--- src/rtl/pool_engine_pkg.sv ---
// Shared definitions for the window pooling engine.
//  - pool_mode_e : reduction mode encodings (reserved code behaves as MIN)
//  - ST_*        : FSM state constants
//  - DEF_DW/AW   : default data and address widths
//  - sum_width() : accumulator width needed for an exact K*K-element sum
package pool_engine_pkg;

    typedef enum logic [1:0] {
        MODE_MIN  = 2'b00,
        MODE_MAX  = 2'b01,
        MODE_SUM  = 2'b10,
        MODE_RSVD = 2'b11
    } pool_mode_e;

    localparam logic [1:0] ST_IDLE  = 2'd0;
    localparam logic [1:0] ST_READ  = 2'd1;
    localparam logic [1:0] ST_WRITE = 2'd2;
    localparam logic [1:0] ST_DONE  = 2'd3;

    localparam int DEF_DW = 24;
    localparam int DEF_AW = 18;

    // Summing K*K signed DW-bit values cannot overflow DW + clog2(K*K) bits.
    function automatic int sum_width(input int dw, input int k);
        return dw + $clog2(k * k);
    endfunction

endpackage

--- src/rtl/pool_engine_if.sv ---
// RAM-side bus of the pooling engine.
//  IF RAM    : RAM_IF_OE / RAM_IF_A from the engine, RAM_IF_Q back (valid the cycle after OE)
//  RESULT RAM: RAM_RESULT_WE / RAM_RESULT_A / RAM_RESULT_D from the engine
//  master modport = engine side, slave modport = memory side.
interface pool_engine_if
    import pool_engine_pkg::*;
#(
    parameter int DW = DEF_DW,
    parameter int AW = DEF_AW
);
    logic          RAM_IF_OE;
    logic [AW-1:0] RAM_IF_A;
    logic [DW-1:0] RAM_IF_Q;
    logic          RAM_RESULT_WE;
    logic [AW-1:0] RAM_RESULT_A;
    logic [DW-1:0] RAM_RESULT_D;

    modport master (
        output RAM_IF_OE,
        output RAM_IF_A,
        input  RAM_IF_Q,
        output RAM_RESULT_WE,
        output RAM_RESULT_A,
        output RAM_RESULT_D
    );

    modport slave (
        input  RAM_IF_OE,
        input  RAM_IF_A,
        output RAM_IF_Q,
        input  RAM_RESULT_WE,
        input  RAM_RESULT_A,
        input  RAM_RESULT_D
    );
endinterface

--- src/rtl/pool_engine_reduce.sv ---
// Window accumulator for the pooling engine.
//  clk, rst   : clock, asynchronous active-low reset (clears the accumulator)
//  fold_en    : register the folded value this cycle
//  first      : q is the first element of a window (load instead of reduce)
//  mode       : MIN / MAX / SUM (reserved code acts as MIN)
//  q          : incoming signed pixel
//  result     : combinational fold of acc with q, saturated to DW bits for SUM
module pool_engine_reduce
    import pool_engine_pkg::*;
#(
    parameter int DW = DEF_DW,
    parameter int K  = 2
) (
    input  logic          clk,
    input  logic          rst,
    input  logic          fold_en,
    input  logic          first,
    input  logic [1:0]    mode,
    input  logic [DW-1:0] q,
    output logic [DW-1:0] result
);
    localparam int SW = sum_width(DW, K);

    localparam logic signed [SW-1:0] SAT_MAX = {{(SW-DW+1){1'b0}}, {(DW-1){1'b1}}};
    localparam logic signed [SW-1:0] SAT_MIN = {{(SW-DW+1){1'b1}}, {(DW-1){1'b0}}};

    logic signed [SW-1:0] acc_reg;
    logic signed [SW-1:0] acc_next;
    logic signed [SW-1:0] q_ext;

    assign q_ext = SW'($signed(q));

    always_comb begin
        acc_next = acc_reg;
        if (first) begin
            acc_next = q_ext;
        end else begin
            case (pool_mode_e'(mode))
                MODE_MAX: acc_next = (q_ext > acc_reg) ? q_ext : acc_reg;
                MODE_SUM: acc_next = acc_reg + q_ext;
                default:  acc_next = (q_ext < acc_reg) ? q_ext : acc_reg;
            endcase
        end
    end

    // MIN/MAX values always fit in DW bits; only SUM can need clamping.
    always_comb begin
        result = acc_next[DW-1:0];
        if (pool_mode_e'(mode) == MODE_SUM) begin
            if (acc_next > SAT_MAX) begin
                result = SAT_MAX[DW-1:0];
            end else if (acc_next < SAT_MIN) begin
                result = SAT_MIN[DW-1:0];
            end
        end
    end

    always_ff @(posedge clk or negedge rst) begin
        if (!rst) begin
            acc_reg <= '0;
        end else if (fold_en) begin
            acc_reg <= acc_next;
        end
    end
endmodule

--- src/rtl/pool_engine.sv ---
// 2-D window pooling engine.
// Reads CH planes of IMG_H x IMG_W signed pixels, slides a KxK window with step
// STRIDE and writes one MIN/MAX/saturated-SUM value per window to the RESULT RAM.
//  clk, rst           : clock, asynchronous active-low reset
//  start              : begin a run (accepted only in IDLE or DONE)
//  mode               : 00 MIN, 01 MAX, 10 SUM, 11 MIN; latched at start
//  if_base, res_base  : IF plane-0 base and RESULT base; latched at start
//  ram                : RAM bus (master modport)
//  busy               : run in progress
//  done               : level, high in DONE until the next accepted start
// Each window takes K*K read cycles plus one write cycle.
module pool_engine
    import pool_engine_pkg::*;
#(
    parameter int DW     = DEF_DW,
    parameter int AW     = DEF_AW,
    parameter int IMG_W  = 64,
    parameter int IMG_H  = 64,
    parameter int CH     = 1,
    parameter int K      = 2,
    parameter int STRIDE = 2
) (
    input  logic          clk,
    input  logic          rst,
    input  logic          start,
    input  logic [1:0]    mode,
    input  logic [AW-1:0] if_base,
    input  logic [AW-1:0] res_base,
    pool_engine_if.master ram,
    output logic          busy,
    output logic          done
);
    localparam int OW = (IMG_W - K) / STRIDE + 1;
    localparam int OH = (IMG_H - K) / STRIDE + 1;

    generate
        if (K < 1 || K > IMG_W || K > IMG_H) begin : g_bad_k
            $error("pool_engine: K out of range");
        end
        if (STRIDE < 1) begin : g_bad_stride
            $error("pool_engine: STRIDE must be >= 1");
        end
        if (CH < 1) begin : g_bad_ch
            $error("pool_engine: CH must be >= 1");
        end
        if (64'(CH) * 64'(IMG_W) * 64'(IMG_H) > (64'd1 << AW)) begin : g_bad_aw
            $error("pool_engine: image does not fit the address space");
        end
    endgenerate

    localparam logic [AW-1:0] ONE     = AW'(1);
    localparam logic [AW-1:0] K_LAST  = AW'(K - 1);
    localparam logic [AW-1:0] OW_LAST = AW'(OW - 1);
    localparam logic [AW-1:0] OH_LAST = AW'(OH - 1);
    localparam logic [AW-1:0] CH_LAST = AW'(CH - 1);
    localparam logic [AW-1:0] W_A     = AW'(IMG_W);
    localparam logic [AW-1:0] S_A     = AW'(STRIDE);
    localparam logic [AW-1:0] PLANE_A = AW'(IMG_W * IMG_H);
    localparam logic [AW-1:0] OW_A    = AW'(OW);
    localparam logic [AW-1:0] OHW_A   = AW'(OH * OW);

    logic [1:0]    state_reg,    state_next;
    logic [AW-1:0] kx_reg,       kx_next;
    logic [AW-1:0] ky_reg,       ky_next;
    logic [AW-1:0] ox_reg,       ox_next;
    logic [AW-1:0] oy_reg,       oy_next;
    logic [AW-1:0] c_reg,        c_next;
    logic [1:0]    mode_reg,     mode_next;
    logic [AW-1:0] if_base_reg,  if_base_next;
    logic [AW-1:0] res_base_reg, res_base_next;
    logic          first_reg,    first_next;
    logic          q_valid_reg,  q_valid_next;

    logic          rd_active;
    logic          wr_active;
    logic [AW-1:0] rd_addr;
    logic [AW-1:0] wr_addr;
    logic [DW-1:0] result;

    assign rd_active = (state_reg == ST_READ);
    assign wr_active = (state_reg == ST_WRITE);

    always_comb begin
        state_next    = state_reg;
        kx_next       = kx_reg;
        ky_next       = ky_reg;
        ox_next       = ox_reg;
        oy_next       = oy_reg;
        c_next        = c_reg;
        mode_next     = mode_reg;
        if_base_next  = if_base_reg;
        res_base_next = res_base_reg;
        first_next    = first_reg;
        q_valid_next  = rd_active;

        case (state_reg)
            ST_IDLE, ST_DONE: begin
                if (start) begin
                    state_next    = ST_READ;
                    kx_next       = '0;
                    ky_next       = '0;
                    ox_next       = '0;
                    oy_next       = '0;
                    c_next        = '0;
                    mode_next     = mode;
                    if_base_next  = if_base;
                    res_base_next = res_base;
                    first_next    = 1'b1;
                end
            end
            ST_READ: begin
                // A fold happens whenever the previous cycle issued a read.
                if (q_valid_reg) begin
                    first_next = 1'b0;
                end
                if (kx_reg == K_LAST) begin
                    kx_next = '0;
                    if (ky_reg == K_LAST) begin
                        ky_next    = '0;
                        state_next = ST_WRITE;
                    end else begin
                        ky_next = ky_reg + ONE;
                    end
                end else begin
                    kx_next = kx_reg + ONE;
                end
            end
            default: begin
                // ST_WRITE: step to the next window, ox fastest, then oy, then c.
                first_next = 1'b1;
                state_next = ST_READ;
                if (ox_reg == OW_LAST) begin
                    ox_next = '0;
                    if (oy_reg == OH_LAST) begin
                        oy_next = '0;
                        if (c_reg == CH_LAST) begin
                            c_next     = '0;
                            state_next = ST_DONE;
                        end else begin
                            c_next = c_reg + ONE;
                        end
                    end else begin
                        oy_next = oy_reg + ONE;
                    end
                end else begin
                    ox_next = ox_reg + ONE;
                end
            end
        endcase
    end

    always_ff @(posedge clk or negedge rst) begin
        if (!rst) begin
            state_reg    <= ST_IDLE;
            kx_reg       <= '0;
            ky_reg       <= '0;
            ox_reg       <= '0;
            oy_reg       <= '0;
            c_reg        <= '0;
            mode_reg     <= '0;
            if_base_reg  <= '0;
            res_base_reg <= '0;
            first_reg    <= 1'b0;
            q_valid_reg  <= 1'b0;
        end else begin
            state_reg    <= state_next;
            kx_reg       <= kx_next;
            ky_reg       <= ky_next;
            ox_reg       <= ox_next;
            oy_reg       <= oy_next;
            c_reg        <= c_next;
            mode_reg     <= mode_next;
            if_base_reg  <= if_base_next;
            res_base_reg <= res_base_next;
            first_reg    <= first_next;
            q_valid_reg  <= q_valid_next;
        end
    end

    assign rd_addr = if_base_reg + c_reg * PLANE_A + (oy_reg * S_A + ky_reg) * W_A
                   + ox_reg * S_A + kx_reg;
    assign wr_addr = res_base_reg + c_reg * OHW_A + oy_reg * OW_A + ox_reg;

    // During WRITE the last pixel of the window is folded combinationally,
    // so only READ cycles update the stored accumulator.
    pool_engine_reduce #(
        .DW (DW),
        .K  (K)
    ) u_reduce (
        .clk     (clk),
        .rst     (rst),
        .fold_en (rd_active && q_valid_reg),
        .first   (first_reg),
        .mode    (mode_reg),
        .q       (ram.RAM_IF_Q),
        .result  (result)
    );

    // Buses are forced to zero whenever their strobe is low.
    assign ram.RAM_IF_OE     = rd_active;
    assign ram.RAM_IF_A      = rd_active ? rd_addr : '0;
    assign ram.RAM_RESULT_WE = wr_active;
    assign ram.RAM_RESULT_A  = wr_active ? wr_addr : '0;
    assign ram.RAM_RESULT_D  = wr_active ? result  : '0;

    assign busy = rd_active || wr_active;
    assign done = (state_reg == ST_DONE);
endmodule

--- src/flat_wrapper.sv ---
// flat-port wrapper written by rule: the top's interface ports become plain ports
module pool_engine_flat import pool_engine_pkg::*;
#(
    parameter int DW     = DEF_DW,
    parameter int AW     = DEF_AW,
    parameter int IMG_W  = 64,
    parameter int IMG_H  = 64,
    parameter int CH     = 1,
    parameter int K      = 2,
    parameter int STRIDE = 2
)
  (clk, rst, start, mode, if_base, res_base, busy, done, ram_RAM_IF_OE, ram_RAM_IF_A, ram_RAM_IF_Q, ram_RAM_RESULT_WE, ram_RAM_RESULT_A, ram_RAM_RESULT_D);
  pool_engine_if #(.DW(DW), .AW(AW)) ram_i ();
  input  logic clk;
  input  logic rst;
  input  logic start;
  input  logic [1:0] mode;
  input  logic [AW-1:0] if_base;
  input  logic [AW-1:0] res_base;
  output logic busy;
  output logic done;
  output wire logic [$bits(ram_i.RAM_IF_OE)-1:0] ram_RAM_IF_OE;
  output wire logic [$bits(ram_i.RAM_IF_A)-1:0] ram_RAM_IF_A;
  input wire logic [$bits(ram_i.RAM_IF_Q)-1:0] ram_RAM_IF_Q;
  output wire logic [$bits(ram_i.RAM_RESULT_WE)-1:0] ram_RAM_RESULT_WE;
  output wire logic [$bits(ram_i.RAM_RESULT_A)-1:0] ram_RAM_RESULT_A;
  output wire logic [$bits(ram_i.RAM_RESULT_D)-1:0] ram_RAM_RESULT_D;
  assign ram_RAM_IF_OE = ram_i.RAM_IF_OE;
  assign ram_RAM_IF_A = ram_i.RAM_IF_A;
  assign ram_i.RAM_IF_Q = ram_RAM_IF_Q;
  assign ram_RAM_RESULT_WE = ram_i.RAM_RESULT_WE;
  assign ram_RAM_RESULT_A = ram_i.RAM_RESULT_A;
  assign ram_RAM_RESULT_D = ram_i.RAM_RESULT_D;
  pool_engine #(.DW(DW), .AW(AW), .IMG_W(IMG_W), .IMG_H(IMG_H), .CH(CH), .K(K), .STRIDE(STRIDE)) u_core (.clk(clk), .rst(rst), .start(start), .mode(mode), .if_base(if_base), .res_base(res_base), .ram(ram_i), .busy(busy), .done(done));
endmodule
--- config.mk ---
export PLATFORM = sky130hd
export DESIGN_NAME = pool_engine_flat
export DESIGN_NICKNAME = d
export VERILOG_FILES = /design/src/rtl/pool_engine_pkg.sv /design/src/rtl/pool_engine_if.sv /design/src/rtl/pool_engine_reduce.sv /design/src/rtl/pool_engine.sv /design/src/flat_wrapper.sv
export SDC_FILE = /design/constraint.sdc
export NUM_CORES = 1
export LEC_CHECK = 0
export BUFFER_PORTS_ARGS = -buffer_cell sky130_fd_sc_hd__buf_2
export CAP_MARGIN = 0
export CORE_MARGIN = 3
export CORE_UTILIZATION = 45
export DETAILED_ROUTE_END_ITERATION = 7
export PLACE_DENSITY_LB_ADDON = 0.05
export SLEW_MARGIN = 5
export SYNTH_ARGS = -nofsm -noshare
export SYNTH_HDL_FRONTEND = slang
export SYNTH_HIERARCHICAL = 1
export SYNTH_SLANG_ARGS = --single-unit
--- constraint.sdc ---
create_clock -name clk -period 5.72 [get_ports clk]
set_clock_uncertainty 0.15 [all_clocks]
set_input_delay 1.43 -clock clk [delete_from_list [all_inputs] [get_ports clk]]
set_output_delay 1.43 -clock clk [all_outputs]
set_load 0.01 [all_outputs]
## Word-level counts from Yosys, hierarchy flattened

Cells that the tools add are included.
W data, S select, Z words.

| cells by class | value |
|---|---|
| add/subtract/negate cells | 14 |
| magnitude comparators | 4 |
| eq/ne operators | 13 |
| multiplexer cells | 35 |
| bitwise logic cells | 1 |
| reduce and logical (&&, ||, !) cells | 16 |

Operators with widths:

| operator | count |
|---|---|
| $mux W18 | 12 |
| $pmux W18 S2 | 5 |
| $add A18 B18 Y18 | 7 |
| $mux W24 | 4 |
| $add A18 B1 Y18 const B | 5 |
| $mux W26 | 3 |
| $pmux W26 S2 | 1 |
| $eq A18 B1 Y1 const B | 2 |
| $eq A18 B5 Y1 const B | 2 |
| $add A26 B24 Y26 | 1 |
| $gt A24 B26 Y1 | 1 |
| $gt A26 B24 Y1 const B | 1 |
| $lt A24 B26 Y1 | 1 |
| $lt A26 B24 Y1 const B | 1 |
| $logic_not A18 Y1 | 1 |
| $add A12 B12 Y12 | 1 |
| $mux W2 | 6 |
| $reduce_and A3 Y1 | 3 |
| $reduce_and A2 Y1 | 4 |
| $eq A2 B2 Y1 const B | 3 |
| $ne A2 B2 Y1 const B | 3 |
| $reduce_bool A2 Y1 | 3 |
| $eq A2 B1 Y1 const B | 2 |
| $pmux W2 S2 | 1 |
| 9 further kinds | 10 |

| storage, ports and cells | value |
|---|---|
| register bits after elaboration | 158 |
| input port bits | 65 |
| output and inout port bits | 64 |
| word-level logic and storage cells | 95 |

## Longest topological paths before layout

| depth | value |
|---|---|
| depth in word-level cells | 9 |
| mapped depth | 17 |

## Modules after synthesis

The synthesis kept the hierarchy.

Modules (own cells, without submodules):

| module | times used | cells each | area each (sq um) | seq. area each (sq um) |
|---|---|---|---|---|
| pool_engine | 1 | 1083 | 10113.4 | 3303.2 |
| pool_engine_reduce | 1 | 622 | 4520.6 | 650.6 |

## Worst setup path before layout

OpenSTA, ideal clock, no wires.

| timing path | value |
|---|---|
| kind | in2out |
| start | input ram_RAM_IF_Q[16] |
| end | output ram_RAM_RESULT_D[3] |
| data arrival time | 4.445 ns |
| path slack | -0.305 ns |
| cell stages on the path | 14 |
| cells stage by stage | ha_1 a21o_1 a2111oi_2 or4_1 nand4bb_2 or3_1 buf_6 a21oi_4 a2111oi_1 or4_1 and3_4 buf_8 o21ai_2 and2_1 |

| on the way | value |
|---|---|
| cells in the longest elaborated chain, start to end | 9 |
| elaborated cells between the ends (all ways) | 13 |
| those cells by class | add/sub (1); order compare (4); mux (8) |

RTL lines:

| what | line | source |
|---|---|---|
| start, declared | flat_wrapper.sv:24 | `input wire logic [$bits(ram_i.RAM_IF_Q)-1:0] ram_RAM_IF_Q;` |
| $lt A24 B26 Y1 or $gt A24 B26 Y1 (tied branches) | pool_engine_reduce.sv:41, pool_engine_reduce.sv:39 |  |
| $mux W26, on equally long branches | pool_engine_reduce.sv:41, pool_engine_reduce.sv:39 |  |
| $pmux W26 S2 | pool_engine_reduce.sv:38 | `case (pool_mode_e'(mode))` |
| $mux W26 (*) | pool_engine_reduce.sv:35 | `if (first) begin` |
| $lt A26 B24 Y1 | pool_engine_reduce.sv:52 | `end else if (acc_next < SAT_MIN) begin` |
| $mux W24 | pool_engine_reduce.sv:52 |  |
| $mux W24 | pool_engine_reduce.sv:50 | `if (acc_next > SAT_MAX) begin` |
| $mux W24 (*) | pool_engine_reduce.sv:49 | `if (pool_mode_e'(mode) == MODE_SUM) begin` |
| net u_core.result[3] | pool_engine.sv:78 | `logic [DW-1:0] result;` |
| $mux W24 (*) | pool_engine.sv:204 | `assign ram.RAM_RESULT_D = wr_active ? result : '0;` |
| end, declared | flat_wrapper.sv:27 | `output wire logic [$bits(ram_i.RAM_RESULT_D)-1:0] ram_RAM_RESULT_D;` |

Mark *: on every way through the listed nets, which the timed path passes. The rest lies on a longest branch.

## Worst setup path in the final report

| timing path | value |
|---|---|
| start | input ram_RAM_IF_Q[1] |
| end | output ram_RAM_RESULT_D[0] |

Same word-level chain as after synthesis.

==> flow_summary.ini <==
[run_status]
status = complete, but fails checks
violations = negative setup slack

[pwr]
p_int_mw = 5.116
ir_worst_vdd_mv = 0.2740
p_sw_mw = 4.604
p_total_mw = 9.720
powerDensity_nw_per_um2 = 515.2
p_clk_frac = 0.128
p_seq_frac = 0.176
pwr-share-comb = 0.697
p_leak_nw = 8.614
p_sw_frac = 0.4736

[grt]
grt_pass1_vias = 13756
grt_overflow_total = 0
grt_pass1_wl_um = 73600
grt_max_degree = 79
grt_use_total = 0.2631
antenna_found_initial = 0

[clock_network]
clock_latency_ps = 450
cts-buffers-inserted = 17
cts-htree-levels = 4
hold_buffers = 0
cts-root-buf = clkbuf_16
clkSinkCount = 158
clk_pin_slew_worst_paths_ps = 70
cts_tree = yes
clock_path_buffers = 2

[synth]
synth_top_flop_cell = dfrtp_1
synth_fa_ha_area_frac = 0.1907
synthTopCellsByCount = dfrtp_1 (158), inv_1 (144), nor2_1 (142)
syn_nets = 1960
synthSimpleGateAreaFrac = 0.1978
yosysWarnings = 6
muxShareOfSynthArea = 0.03574
avgSynthCellArea_um2 = 8.583
synth-compound-area-share = 0.1887
synth.largest_area_cell = dfrtp_1
synth_xor_area_frac = 0.05746
syn-instance-count = 1705
ys_top_cells_by_area = dfrtp_1 (27%), ha_1 (12%), fa_1 (7.5%), o21ai_0 (4.3%), a21oi_1 (4.1%)
ys_ff_latch = 158
yosysTopAreaCellShare = 0.2702
synth_edf_count = 0
synth.most_common_cell = dfrtp_1
ys_seq_area_frac = 0.2702
syn_area_um2 = 14630
synth_top_family_by_area = simple AND/OR/NAND/NOR gates
synthArstFlopShare = 1.000
ys_types = 83

[die]
core_area_um2 = 31800
die-area_um2 = 34720
die_h_um = 186.3
io_pins = 129
die_x_um = 186.3
start_util = 0.4602
num_rows = 65

[worst_hold_path]
hp-start = u_core/if_base_reg[8]
hold_class = reg -> reg

[worst_setup_path]
reg2regPathDepth = 18
rr_endpoint = u_core/u_reduce/acc_reg[12]
reg2reg_from = u_core/u_reduce/acc_reg[1]
path_max_fanout = 5
cp-start-kind = primary input
endpoint_kind = output pin
criticalPathCategory = in -> out
required_ps = 4140
worstPathArrival_ps = 4760
cp-startpoint = ram_RAM_IF_Q[1]
rrSetupSlack_ps = 1900
crit_path_end = ram_RAM_RESULT_D[0]

[place]
dp_hpwl_um = 33840
io_buffer_count = 128
placed_area_um2 = 17100
place_ws_ps = -802.2
place.gp.congestion = 0.9310

[drt]
antenna_left = 0
met3_length_um = 2003
dr_total_vias = 13783
drt-initial-drc-count = 916
drc_errors = 0
highest_layer = met4
wirelength_um = 46460
met1_length_um = 19360
firstDrtPassIters = 5
wl_met2_um = 23560
wl_per_cell_um = 19.00
via_per_inst = 5.637

[final_layout]
fin_area_um2 = 18870
multiInputGateArea_um2 = 10720
largest_register_ffs = 26
regArea_um2 = 3961
drive_above_1_share = 0.2920
nFillCells = 2853
fin_nets = 2252
syn2layout_area_growth_pct = 28.92
post-route-util = 0.5933
num_antenna_cells = 0

[timing]
setup_viol = 25
rsz0062_at_grt = yes
fmax_mhz = 157.7
setup_ws_ps = -620.8
slew_headroom = 0.3062
min_period_ps = 6341
drv_slew = 0
final_hold_viol_count = 0
tightestPinTransition_ps = 1041
timing.final.crit_share = 1.109

[flow_run]
drv_cap = 0
==> metrics by stage <==
| step | hold WS, ps | TNS [ps] | cells |
|---|---|---|---|
| floorplan | 323.6 | -3237 | 1705 |
| global placement | 341.7 | -16740 | 2380 |
| detailed placement | 344.0 | -17410 | 2380 |
| CTS | 359.5 | -13360 | 2429 |
| global route | 378.6 | -16670 | 2445 |
| finish | 356.4 | -14620 | 2445 |
==> cells by family (layout without fill, tap and decap cells) <==
logic type / after synthesis / in the layout
simple gates: 565 / 568
compound gates: 433 / 433
buf+inv: 216 / 518
fa+ha+maj: 190 / 190
flops: 158 / 158
xor+xnor: 96 / 96
mux: 47 / 47
==> repair_timing <==
item | CTS | global route
resized for setup | 85 | 85
pin swaps | 60 | 63
gates cloned | 3 | 0
hold endpoints to repair | 0 | 0
setup endpoints to repair | 30 | 32
setup buffers | 14 | 17
==> layer usage <==
layer | track usage | vias up
met5 | 0 | -
met3 | 0.03419 | 78
met1 | 0.3264 | 6678
li1 | - | 6626
met4 | 0.1032 | 0
met2 | 0.4662 | 401
==> worst min path at each step <==
stage          cells after the start                     end  slack, ps
4_1_cts                            1   u_core/if_base_reg[8]        360
5_1_grt                            1  u_core/res_base_reg[3]        380
2_1_floorplan                      1        u_core/kx_reg[8]        320
3_3_place_gp                       1  u_core/if_base_reg[11]        340
6_report                           1   u_core/if_base_reg[8]        360
3_5_place_dp                       1   u_core/if_base_reg[8]        340
==> power groups by stage <==
stage / Combinational, mW / Clock [mW] / Sequential [mW]
2_1_floorplan: 3.96 / 0 / 1.62
3_3_place_gp: 5.97 / 0 / 1.71
3_5_place_dp: 6.04 / 0 / 1.72
4_1_cts: 6.42 / 1.28 / 1.70
5_1_grt: 7.43 / 1.32 / 1.75
6_report: 6.77 / 1.24 / 1.71
==> critical path, stage by stage <==
cell       delay [ps]
buf_8             100
ha_4              220
buf_6             110
nand4_1           120
nor4_2             50
o31ai_1           280
buf_4             170
a31oi_4            90
buf_6             140
or3_4             400
a21oi_4           220
buf_6             130
a2111oi_4          30
a311o_1           380
a211o_4           410
buf_6             160
o21ai_1            60
and2_1            130
buf_2             130
==> final cells by class <==
cell class,instances,area share
inverters,146,0.02905
flip-flops and latches,158,0.2100
multi-input cells,1334,0.5680
clock inverters,15,0.01054
well taps,435,0.02885
clock buffers,17,0.02255
repair buffers,340,0.1310
==> cell usage in the layout (no fill, tap or decap), drive strengths merged, types with 7 or more instances in the layout <==
master	synthesis	final
mux2	39	39
xnor2	65	65
buf	17	340
nor2b	24	24
a21o	10	10
xor2	31	31
ha	135	135
mux2i	8	8
a31oi	15	15
inv	144	152
or3	21	21
a22oi	17	17
o31ai	21	21
a21oi	120	120
nand2b	23	23
clkbuf	53	17
nand2	105	105
o21ai	146	146
and4	8	8
or2	7	7
a221oi	8	8
nand3	40	40
and2	53	53
nor4	23	23
and3	9	12
a211oi	7	7
fa	55	55
o22ai	23	23
nor3	54	54
dfrtp	158	158
nand4	30	30
nor2	142	142
Power figures use the tool's default switching activity.
